### src/rtl/punc_control_if.sv
// Control bundle between the PUnC control unit (master) and its datapath (slave).
// The master reads IR opcode bits and condition codes and drives every datapath strobe/select.
interface punc_control_if #(
  parameter int CNT_W = 16
);
  logic [6:0]       ir_op;
  logic [2:0]       cond;
  logic             ir_ld;
  logic             pc_ld;
  logic [1:0]       pc_sel;
  logic [1:0]       mem_addr_sel;
  logic             mem_w_en;
  logic             tmp_ld;
  logic             rf_w_en;
  logic             rf_w_addr_sel;
  logic [1:0]       rf_w_data_sel;
  logic [1:0]       alu_op;
  logic             cond_ld;
  logic             halted;
  logic [CNT_W-1:0] instr_count;

  modport master (
    input  ir_op, cond,
    output ir_ld, pc_ld, pc_sel, mem_addr_sel, mem_w_en, tmp_ld, rf_w_en,
           rf_w_addr_sel, rf_w_data_sel, alu_op, cond_ld, halted, instr_count
  );

  modport slave (
    output ir_op, cond,
    input  ir_ld, pc_ld, pc_sel, mem_addr_sel, mem_w_en, tmp_ld, rf_w_en,
           rf_w_addr_sel, rf_w_data_sel, alu_op, cond_ld, halted, instr_count
  );
endinterface

### src/rtl/punc_control.sv
// Multi-cycle LC3 control FSM: fetch, decode, execute (plus a second execute cycle
// for LDI/STI), halting on TRAP; also counts retired instructions.
module punc_control #(
  parameter int CNT_W = 16
) (
  input  logic           clk,
  input  logic           rst,
  punc_control_if.master bus
);

  typedef enum logic [2:0] {FETCH, DECODE, EXEC, EXEC2, HALT} state_e;

  localparam logic [3:0] OP_BR   = 4'b0000;
  localparam logic [3:0] OP_ADD  = 4'b0001;
  localparam logic [3:0] OP_LD   = 4'b0010;
  localparam logic [3:0] OP_ST   = 4'b0011;
  localparam logic [3:0] OP_JSR  = 4'b0100;
  localparam logic [3:0] OP_AND  = 4'b0101;
  localparam logic [3:0] OP_LDR  = 4'b0110;
  localparam logic [3:0] OP_STR  = 4'b0111;
  localparam logic [3:0] OP_NOT  = 4'b1001;
  localparam logic [3:0] OP_LDI  = 4'b1010;
  localparam logic [3:0] OP_STI  = 4'b1011;
  localparam logic [3:0] OP_JMP  = 4'b1100;
  localparam logic [3:0] OP_LEA  = 4'b1110;
  localparam logic [3:0] OP_TRAP = 4'b1111;

  state_e           state_q, state_d;
  logic [CNT_W-1:0] count_q;
  logic             retire;
  logic [3:0]       opcode;
  logic [2:0]       lo_bits;

  assign opcode  = bus.ir_op[6:3];
  assign lo_bits = bus.ir_op[2:0];

  // Everything is gated by rst so no strobe can be seen while reset is held.
  always_comb begin
    state_d           = state_q;
    retire            = 1'b0;
    bus.ir_ld         = 1'b0;
    bus.pc_ld         = 1'b0;
    bus.pc_sel        = 2'd0;
    bus.mem_addr_sel  = 2'd0;
    bus.mem_w_en      = 1'b0;
    bus.tmp_ld        = 1'b0;
    bus.rf_w_en       = 1'b0;
    bus.rf_w_addr_sel = 1'b0;
    bus.rf_w_data_sel = 2'd0;
    bus.alu_op        = 2'd0;
    bus.cond_ld       = 1'b0;
    bus.halted        = 1'b0;
    if (rst) begin
      case (state_q)
        FETCH: begin
          bus.ir_ld = 1'b1;
          state_d   = DECODE;
        end
        DECODE: begin
          bus.pc_ld = 1'b1;
          state_d   = EXEC;
        end
        EXEC: begin
          state_d = FETCH;
          retire  = 1'b1;
          case (opcode)
            OP_ADD, OP_AND, OP_NOT: begin
              bus.rf_w_en = 1'b1;
              bus.cond_ld = 1'b1;
              bus.alu_op  = (opcode == OP_ADD) ? 2'd0 : (opcode == OP_AND) ? 2'd1 : 2'd2;
            end
            OP_LD, OP_LDR: begin
              bus.mem_addr_sel  = (opcode == OP_LD) ? 2'd1 : 2'd2;
              bus.rf_w_en       = 1'b1;
              bus.rf_w_data_sel = 2'd1;
              bus.cond_ld       = 1'b1;
            end
            OP_ST, OP_STR: begin
              bus.mem_w_en     = 1'b1;
              bus.mem_addr_sel = (opcode == OP_ST) ? 2'd1 : 2'd2;
            end
            OP_LEA: begin
              bus.rf_w_en       = 1'b1;
              bus.rf_w_data_sel = 2'd3;
              bus.cond_ld       = 1'b1;
            end
            OP_BR: begin
              if ((lo_bits & bus.cond) != 3'b000) begin
                bus.pc_ld  = 1'b1;
                bus.pc_sel = 2'd1;
              end
            end
            OP_JSR: begin
              // R7 captures the old PC on the same edge that PC takes the target.
              bus.rf_w_en       = 1'b1;
              bus.rf_w_addr_sel = 1'b1;
              bus.rf_w_data_sel = 2'd2;
              bus.pc_ld         = 1'b1;
              bus.pc_sel        = lo_bits[2] ? 2'd1 : 2'd2;
            end
            OP_JMP: begin
              bus.pc_ld  = 1'b1;
              bus.pc_sel = 2'd2;
            end
            OP_LDI, OP_STI: begin
              bus.tmp_ld       = 1'b1;
              bus.mem_addr_sel = 2'd1;
              state_d          = EXEC2;
              retire           = 1'b0;
            end
            OP_TRAP: state_d = HALT;
            default: ;
          endcase
        end
        EXEC2: begin
          state_d          = FETCH;
          retire           = 1'b1;
          bus.mem_addr_sel = 2'd3;
          if (opcode == OP_LDI) begin
            bus.rf_w_en       = 1'b1;
            bus.rf_w_data_sel = 2'd1;
            bus.cond_ld       = 1'b1;
          end else begin
            bus.mem_w_en = 1'b1;
          end
        end
        HALT: bus.halted = 1'b1;
        default: state_d = FETCH;
      endcase
    end
  end

  always_ff @(posedge clk or negedge rst) begin
    if (!rst) begin
      state_q <= FETCH;
      count_q <= '0;
    end else begin
      state_q <= state_d;
      if (retire) count_q <= count_q + CNT_W'(1);
    end
  end

  assign bus.instr_count = rst ? count_q : '0;

endmodule
### src/flat_wrapper.sv
// flat-port wrapper written by rule: the top's interface ports become plain ports
module punc_control_flat 
#(
  parameter int CNT_W = 16
)
  (clk, rst, bus_ir_op, bus_cond, bus_ir_ld, bus_pc_ld, bus_pc_sel, bus_mem_addr_sel, bus_mem_w_en, bus_tmp_ld, bus_rf_w_en, bus_rf_w_addr_sel, bus_rf_w_data_sel, bus_alu_op, bus_cond_ld, bus_halted, bus_instr_count);
  punc_control_if #(.CNT_W(CNT_W)) bus_i ();
  input  logic clk;
  input  logic rst;
  input wire logic [$bits(bus_i.ir_op)-1:0] bus_ir_op;
  input wire logic [$bits(bus_i.cond)-1:0] bus_cond;
  output wire logic [$bits(bus_i.ir_ld)-1:0] bus_ir_ld;
  output wire logic [$bits(bus_i.pc_ld)-1:0] bus_pc_ld;
  output wire logic [$bits(bus_i.pc_sel)-1:0] bus_pc_sel;
  output wire logic [$bits(bus_i.mem_addr_sel)-1:0] bus_mem_addr_sel;
  output wire logic [$bits(bus_i.mem_w_en)-1:0] bus_mem_w_en;
  output wire logic [$bits(bus_i.tmp_ld)-1:0] bus_tmp_ld;
  output wire logic [$bits(bus_i.rf_w_en)-1:0] bus_rf_w_en;
  output wire logic [$bits(bus_i.rf_w_addr_sel)-1:0] bus_rf_w_addr_sel;
  output wire logic [$bits(bus_i.rf_w_data_sel)-1:0] bus_rf_w_data_sel;
  output wire logic [$bits(bus_i.alu_op)-1:0] bus_alu_op;
  output wire logic [$bits(bus_i.cond_ld)-1:0] bus_cond_ld;
  output wire logic [$bits(bus_i.halted)-1:0] bus_halted;
  output wire logic [$bits(bus_i.instr_count)-1:0] bus_instr_count;
  assign bus_i.ir_op = bus_ir_op;
  assign bus_i.cond = bus_cond;
  assign bus_ir_ld = bus_i.ir_ld;
  assign bus_pc_ld = bus_i.pc_ld;
  assign bus_pc_sel = bus_i.pc_sel;
  assign bus_mem_addr_sel = bus_i.mem_addr_sel;
  assign bus_mem_w_en = bus_i.mem_w_en;
  assign bus_tmp_ld = bus_i.tmp_ld;
  assign bus_rf_w_en = bus_i.rf_w_en;
  assign bus_rf_w_addr_sel = bus_i.rf_w_addr_sel;
  assign bus_rf_w_data_sel = bus_i.rf_w_data_sel;
  assign bus_alu_op = bus_i.alu_op;
  assign bus_cond_ld = bus_i.cond_ld;
  assign bus_halted = bus_i.halted;
  assign bus_instr_count = bus_i.instr_count;
  punc_control #(.CNT_W(CNT_W)) u_core (.clk(clk), .rst(rst), .bus(bus_i));
endmodule
### config.mk
export PLATFORM = sky130hd
export DESIGN_NAME = punc_control_flat
export DESIGN_NICKNAME = d
export VERILOG_FILES = /design/src/rtl/punc_control_if.sv /design/src/rtl/punc_control.sv /design/src/flat_wrapper.sv
export SDC_FILE = /design/constraint.sdc
export NUM_CORES = 1
export LEC_CHECK = 0
export BUFFER_PORTS_ARGS = -buffer_cell sky130_fd_sc_hd__buf_2
export CAP_MARGIN = 40
export CORE_MARGIN = 5
export CORE_UTILIZATION = 30
export DETAILED_ROUTE_END_ITERATION = 6
export GPL_TIMING_DRIVEN = 0
export PLACE_DENSITY = 0.65
export SETUP_SLACK_MARGIN = 0.05
export SLEW_MARGIN = 20
export SYNTH_ARGS = -nofsm -noshare
export SYNTH_HDL_FRONTEND = slang
export SYNTH_SLANG_ARGS = --single-unit
### constraint.sdc
create_clock -name clk -period 1.4 [get_ports clk]
set_input_delay 0.28 -clock clk [delete_from_list [all_inputs] [get_ports clk]]
set_output_delay 0.28 -clock clk [all_outputs]
set_load 0.01 [all_outputs]
# Word-level counts from Yosys, hierarchy flattened
# Cells that the tools add are included.
# Widths: inputs -> output; s select.
[classes]
n_addsub = 1
eq_ne = 17
muxes = 50
n_bitwise = 2
reduce_logical = 11
[op_table]
columns = ["op", "count"]
rows = [
  ["$eq 4x4->1 const B", 6],
  ["$mux 1", 24],
  ["$mux 2", 12],
  ["$pmux 2 s3", 3],
  ["$add 16x1->16 const B", 1],
  ["$eq 4x3->1 const B", 4],
  ["$mux 16", 1],
  ["$pmux 1 s2", 6],
  ["$pmux 3 s4", 1],
  ["$eq 4x2->1 const B", 2],
  ["$pmux 2 s2", 2],
  ["$reduce_or 2->1", 4],
  ["$reduce_or 7->1", 1],
  ["$eq 3x2->1 const B", 2],
  ["$pmux 3 s2", 1],
  ["$reduce_or 6->1", 1],
  ["$eq 4x1->1 const B", 1],
  ["$logic_not 4->1", 1],
  ["$and 3x3->3", 1],
  ["$eq 3x1->1 const B", 1],
  ["$eq 3x3->1 const B", 1],
  ["$logic_not 3->1", 1],
  ["$reduce_bool 3->1", 1],
  ["$reduce_or 3->1", 1],
  ["2 further kinds", 2],
]
[totals]
register_bits = 19
inputBits = 12
word_cells = 83

# Depth between registers and ports, before layout
# Gate-level depths: netlist of the first run.
[logic_depth]
word_depth = 6
mapped_depth = 5
ltp_nobuf = 5

# Worst setup path after synthesis of the first run
# OpenSTA, ideal clock, no wires.
[synth_timing]
path_kind = "register to output"
start = "reg u_core.state_q[2]"
end = "out bus_pc_sel[1]"
arrival_ns = 1.389
t_required_ns = 1.120
setup_slack_ns = -0.269
stages_incl_launch_ff = 4
path_buffers = 0
path_cell_list = "dfrtp_1 nand3b_4 or4_4 a211oi_1"
[synth_via]
elab_chain_cells = 3
[synth_lines]
columns = ["element", "line", "rtl"]
rows = [
  ["start: declaration", "punc_control.sv:28", "state_e state_q, state_d;"],
  ["start signal: assignment", "punc_control.sv:138", "state_q <= state_d;"],
  ["$eq 3x2->1", "punc_control.sv:54", "case (state_q)"],
  ["$mux 2", "punc_control.sv:54", ""],
  ["$mux 2", "punc_control.sv:53", "if (rst) begin"],
  ["end: declaration", "flat_wrapper.sv:14", "output wire logic [$bits(bus_i.pc_sel)-1:0] bus_pc_sel;"],
]
# No other way between the ends.

# Worst setup path in the final report of the first run
# Ends and elaborated chain as after synthesis.

==> results.md, run 1 <==
- Number of buffers created by CTS: 3
- HPWL after DPL: 2340 um
- Leading area contributor after synthesis: dfrtp_1
- Synth unique cells: 33
- Maxcap violations: 0
- Dpl cells: 236
- Crit share post-route: 1.37
- Met2 WL post-DR: 1820 um
- WL met1: 1640 um
- Failing checks: setup timing
- Reg clk slew, reported paths: 0.07 ns
- Synth top cells by count: dfrtp_1, and2_1, xnor2_1
- Final std cells w/o fill: 257
- Top Layer Used: met4
- Layout cell share with drive strength beyond 1: 0.531
- Async SR Flop Fraction: 1.00
- Worst-Margin Slew: 0.441 ns
- Startpoint types: flop
- CP Data Arrival Time: 1.64 ns
- Top FF cell, synth: dfrtp_1
- Diode count: 0
- Die Width: 74.6 um
- Synth-to-Final Area Change: 64.6%
- Die Ht: 74.6 um
- Leakage: 0.948 nW
- Max_slew headroom: 0.705
- Max Slew Vio Count: 0
- Total core area: 0.00403 sq mm
- Initial Util: 0.311
- Routability cong.: 0.860
- Skew final: 0.00165 ns
- IO buf count: 42
- DRT antenna net count: 0
- Met3 wire len: 241 um
- Syn_nets: 157
- Synthesized cell area: 0.00125 sq mm
- IO Pins: 44
- CTS Root Cell: clkbuf_8
- Vias in the first global route: 1181
- Hold/Removal Path Class: input port to flop
- Clock sink count: 19
- Vias per inst: 4.94
- Worst-Skew Late Latency: 0.26 ns
- CTS max path bufs: 2
- Grt ovf: 0
- Post-synthesis cell count: 144
- First-pass GRT wire length: 5640 um
- Number of synthesized register bits: 19
- Largest net degree at the start of global routing: 20
- Final setup fails: 29
- Crit end category: output port
- Fmax achieved: 520 MHz
- Worst EP required: 1.12 ns
- Initial DRT Pass Iterations: 4
- Ranking of synthesized cells by area: dfrtp_1, xnor2_1, and2_1, nor3_1, nand2_1
- Syn Area/Cell: 8.70 sq um
- Post-synth EDFFs: 0
- Drt initial violations: 76
- RSZ-0062 raised after global routing: yes
- Category of the most critical setup path: flop to output port
- Core Util, Final: 0.512
- Final nets: 221
- Fin crit period: 1.92 ns
- Seq/Total Area, Yosys: 0.380
- Wire per inst: 14.6 um
- Area share of the largest cell type after synthesis: 0.380
- Initial antenna violation count: 0
- Final setup TNS: -7.37 ns
- # DRC: 0
- Row count: 23
- P per Cell Area: 1130 mW/mm^2
- Die area: 0.00557 sq mm
- Critical Path Fanout Max: 4
- Routed via count: 1270
- Status: finished with violations
- TritonCTS clock tree: built
- Yosys warning count: 0
- Count of final hold-check violations: 0
- Setup ws final: -0.524 ns
- VDD IR max: 0.000488 V
- # H-tree levels: 1
- Total Routed Length: 3760 um
- Total track usage: 0.131
- Count leader, synth: dfrtp_1
==> final cells by class <==
cell class / count / area [sq um]
fillers: 375 / 1970
multi-input cells: 114 / 977
flip-flops and latches: 19 / 479
repair buffers: 59 / 403
plain buffers: 7 / 80.1
well taps: 50 / 62.6
clock buffers: 4 / 45.0
inverters: 4 / 15.0
==> stage by stage <==
| stage | total power, W | setup WS, ns | area, sq um | hold slack (ns) |
|---|---|---|---|---|
| 4_1_cts | 0.00209 | -0.553 | 1860 | 0.340 |
| 2_1_floorplan | 0.00129 | -0.147 | 1370 | -0.0156 |
| 3_3_place_gp | 0.00150 | -0.653 | 1640 | 0.289 |
| 5_1_grt | 0.00249 | -0.577 | 2060 | 0.358 |
| 6_report | 0.00234 | -0.524 | 2060 | 0.351 |
| 3_5_place_dp | 0.00151 | -0.659 | 1640 | 0.294 |
==> where the power goes <==
group	total, W	internal (W)	switching, W
clock network	0.000387	0.000203	0.000185
logic	0.00115	0.000567	0.000586
registers	0.000799	0.000656	0.000143
==> placed cells by master (no fill, tap or decap), types with 3 or more instances in the layout <==
master,count
nor3_4,5
nor3_2,3
buf_6,9
nand2b_1,4
a21oi_1,6
buf_2,38
buf_4,10
nor2_1,7
nand2_1,12
nand3_2,4
o21ai_0,4
dfrtp_2,3
and2_1,16
dfrtp_1,16
xnor2_1,12
clkbuf_8,4
nand4_1,4
==> logic make-up (layout without fill, tap and decap cells) <==
group	count (synthesis)	after routing	synth area share
xor gates and xnor gates	17	17	0.119
buffers and inverters	11	74	0.0350
and+or+nand+nor	75	75	0.351
muxes	1	1	0.00899
DFF	19	19	0.380
AOI/OAI and AO/OA	20	20	0.0969
adders and majority gates	1	1	0.00999
==> metal layers <==
| metal | vias to the layer above | global-route usage |
|---|---|---|
| met4 | 0 | 0.0415 |
| li1 | 622 | - |
| met5 | - | 0 |
| met3 | 7 | 0.0187 |
| met2 | 40 | 0.206 |
| met1 | 601 | 0.186 |
==> worst max-delay path, cell delays in order (launching register included) <==
cell      delay [ns]
dfrtp_1         0.41
nand3b_4        0.17
or4_4           0.49
a211oi_4        0.16
buf_2           0.16
==> state kept, by name (all words and copies together), names as in the netlist <==
| register | cells |
|---|---|
| u_core.count_q | 16 |
| u_core.state_q | 3 |
==> timing repair <==
action,CTS,global route
pin swaps,10,6
gates cloned,1,0
buffers inserted,7,7
endpoints found under the hold margin,19,0
resized for setup,23,27
endpoints found under the setup margin,46,34
hold buffers,1,0
==> path summary, 6_finish.rpt <==
check,startpoint,to,slack (ns),cells past startpoint
worst max register to register,u_core.state_q[0],u_core.count_q[7],-0.22,6
worst min-delay path,rst,u_core.state_q[1],0.35,3
worst max-delay path,u_core.state_q[2],bus_pc_sel[1],-0.52,4
min in group asynchronous,rst,u_core.count_q[11],0.54,2
max in group asynchronous,rst,u_core.state_q[1],0.42,3
worst min register to register,u_core.count_q[15],u_core.count_q[15],0.47,1
Power figures use the tool's default switching activity.
==> inputs of run 2 (changes only) <==
- CORE_UTILIZATION: 30 -> 25
- PLACE_DENSITY: 0.65 -> 0.57
==> run 2 against run 1 <==
Against the previous run:
- the flow still finishes with violations (setup timing)
- via count fell by 0.47%
- worst hold slack got worse by 0.0040 ns
- setup slack better by 0.038 ns
- core utilization decreased by 5.6 points
==> results.md, run 2 (synthesized netlist as in run 1, its figures left out) <==
- Leakage: 0.977 nW (+3.1%)
- Layout cell share with drive strength beyond 1: 0.542 (+0.0111)
- Maxcap violations: 0 (unchanged)
- Register area: 478 sq um (-0.26%)
- RSZ-0062 raised after global routing: yes
- WHS: 0.347 ns (-0.00400 ns)
- Final instance area: 0.00218 sq mm (+5.7%)
- Skew final: 0.00137 ns (-0.000281 ns)
- Worst EP required: 1.12 ns (about the same)
- CTS max path bufs: 2 (unchanged)
- Hold/Removal Path Class: input port to flop
- Total track usage: 0.119 (-0.0114)
- Share of power burned in registers: 0.305 (-0.037)
- Area of the multi-input gates: 991 sq um (+1.4%)
- Routed via count: 1264 (-0.47%)
- Crit share post-route: 1.35 (-0.0274)
- Die Width: 80.8 um (+8.3%)
- CP Data Arrival Time: 1.61 ns (-0.03 ns)
- # H-tree levels: 1 (unchanged)
- Initial Util: 0.262 (-0.0492)
- Max reg flops: 16 (unchanged)
- Routability cong.: 0.762 (-11%)
- Max_slew headroom: 0.712 (+0.00684)
- IO Pins: 44 (unchanged)
- Largest Register: u_core.count_q
- # DRC: 0 (unchanged)
- Internal power: 0.00158 W (+11%)
- Final setup fails: 31 (+6.9%)
- Crit end category: output port
- Startpoint types: flop
- Number of buffers created by CTS: 3 (unchanged)
- TritonCTS clock tree: built
- Total core area: 0.00479 sq mm (+19%)
- Row count: 25 (+8.7%)
- Critical Path Fanout Max: 4 (unchanged)
- Dpl cells: 253 (+7.2%)
- Clock power share: 0.149 (-0.017)
- IO buf count: 42 (unchanged)
- Diode count: 0 (unchanged)
- First-pass GRT wire length: 6170 um (+9.3%)
- Initial antenna violation count: 0 (unchanged)
- Largest net degree at the start of global routing: 20 (unchanged)
- Largest registers: u_core.count_q x16, u_core.state_q x3
- Core Util, Final: 0.455 (-0.0564)
- Grt ovf: 0 (unchanged)
- Vias per inst: 4.53 (-8.3%)
- Initial DRT Pass Iterations: 4 (unchanged)
- Fillers: 454 (+21%)
- Max Slew Vio Count: 0 (unchanged)
- Net Switching: 0.000986 W (+8.0%)
- Commonest cells after routing, fill and taps aside: buf_2, buf_6, and2_1, dfrtp_1, xnor2_1
- P per Cell Area: 1180 mW/mm^2 (+3.8%)
- HPWL after DPL: 2430 um (+3.9%)
- Status: finished with violations
- Failing checks: setup timing
- VDD IR max: 0.000591 V (+21%)
- Clock sink count: 19 (unchanged)
- Wire per inst: 13.9 um (-5.0%)
- Placed Area: 0.00166 sq mm (+1.3%)
- Setup ws final: -0.486 ns (+0.0383 ns)
- DRT antenna net count: 0 (unchanged)
- Total Routed Length: 3880 um (+3.1%)
- Worst-Skew Late Latency: 0.25 ns (about the same)
- Reg clk slew, reported paths: 0.07 ns (about the same)
- Category of the most critical setup path: flop to output port
- Die Ht: 80.8 um (+8.3%)
- Drt initial violations: 38 (-50%)
- Worst-Margin Slew: 0.433 ns (-0.00881 ns)
- Sw frac: 0.384 (-0.00600)
- Count of final hold-check violations: 0 (unchanged)
- Fmax achieved: 530 MHz (+2.0%)
- Vias in the first global route: 1259 (+6.6%)
- Post-Place Setup Slack: -0.670 ns (-0.0112 ns)
- Most common cell after layout, fill and taps aside: buf_2
- Final nets: 226 (+2.3%)
- Die area: 0.00653 sq mm (+17%)
- Final std cells w/o fill: 279 (+8.6%)
- Fin crit period: 1.89 ns (-0.0383 ns)
- Synth-to-Final Area Change: 74.0%
- CTS Root Cell: clkbuf_8
- Comb power frac: 0.546 (+0.053)
==> run 2: cell count changes in the layout (fill, tap and decap cells not counted), sizes merged <==
cell	previous run	this run
buf	60	65
==> run 2: metal layers <==
metal	global-route usage	vias to the layer above	share of wire
met5	0	-	0
met4	0.0304	0	0.0031
met3	0.0155	2	0.056
met2	0.194	42	0.46
met1	0.168	583	0.48
li1	-	637	-
==> run 2: timing repair <==
action | 4_1_cts | 5_1_grt
gates cloned | 0 | 0
pin swaps | 27 | 17
setup endpoints to repair | 48 | 34
hold endpoints to repair | 19 | 0
gates resized for setup | 38 | 33
hold buffers | 1 | 0
buffers inserted | 15 | 9
==> run 2: layout make-up <==
cell class | instances | area share
Multi-Input combinational cell | 114 | 0.455
Tap cell | 67 | 0.0385
Sequential cell | 19 | 0.219
Buffer | 7 | 0.0413
Inverter | 4 | 0.00689
Clock buffer | 4 | 0.0207
Timing Repair Buffer | 64 | 0.219
==> run 2: final timing paths <==
path | slack, ns | start | to | depth (start not counted)
setup / recovery | -0.49 | u_core.state_q[2] | bus_pc_sel[1] | 4
hold / removal | 0.35 | bus_ir_op[6] | u_core.state_q[2] | 3
setup reg to reg | -0.23 | u_core.state_q[2] | u_core.count_q[14] | 8
hold reg to reg | 0.47 | u_core.count_q[15] | u_core.count_q[15] | 1
max in group asynchronous | 0.52 | rst | u_core.count_q[2] | 3
min in group asynchronous | 0.48 | rst | u_core.count_q[12] | 2
==> run 2: power groups by stage <==
stage / Combinational [W] / Sequential (W) / Clock, W
after floorplan: 0.000522 / 0.000768 / 0
after global placement: 0.000709 / 0.000799 / 0
after detailed placement: 0.000718 / 0.000801 / 0
after CTS: 0.00116 / 0.000764 / 0.000401
after global routing: 0.00152 / 0.000800 / 0.000422
final: 0.00140 / 0.000782 / 0.000382
==> run 2: per-stage QoR <==
| step | total power, W | TNS [ns] |
|---|---|---|
| 6_report | 0.00257 | -7.92 |
| 5_1_grt | 0.00274 | -10.51 |
| 4_1_cts | 0.00232 | -9.09 |
| 3_5_place_dp | 0.00152 | -19.85 |
| 3_3_place_gp | 0.00151 | -19.20 |
| 2_1_floorplan | 0.00129 | -0.721 |
==> run 2: worst max-delay path, cell delays in order (launching register included) <==
cell      delay, ns
dfrtp_1        0.39
nand3b_4       0.16
or4_4          0.48
a211oi_4       0.16
buf_2          0.16
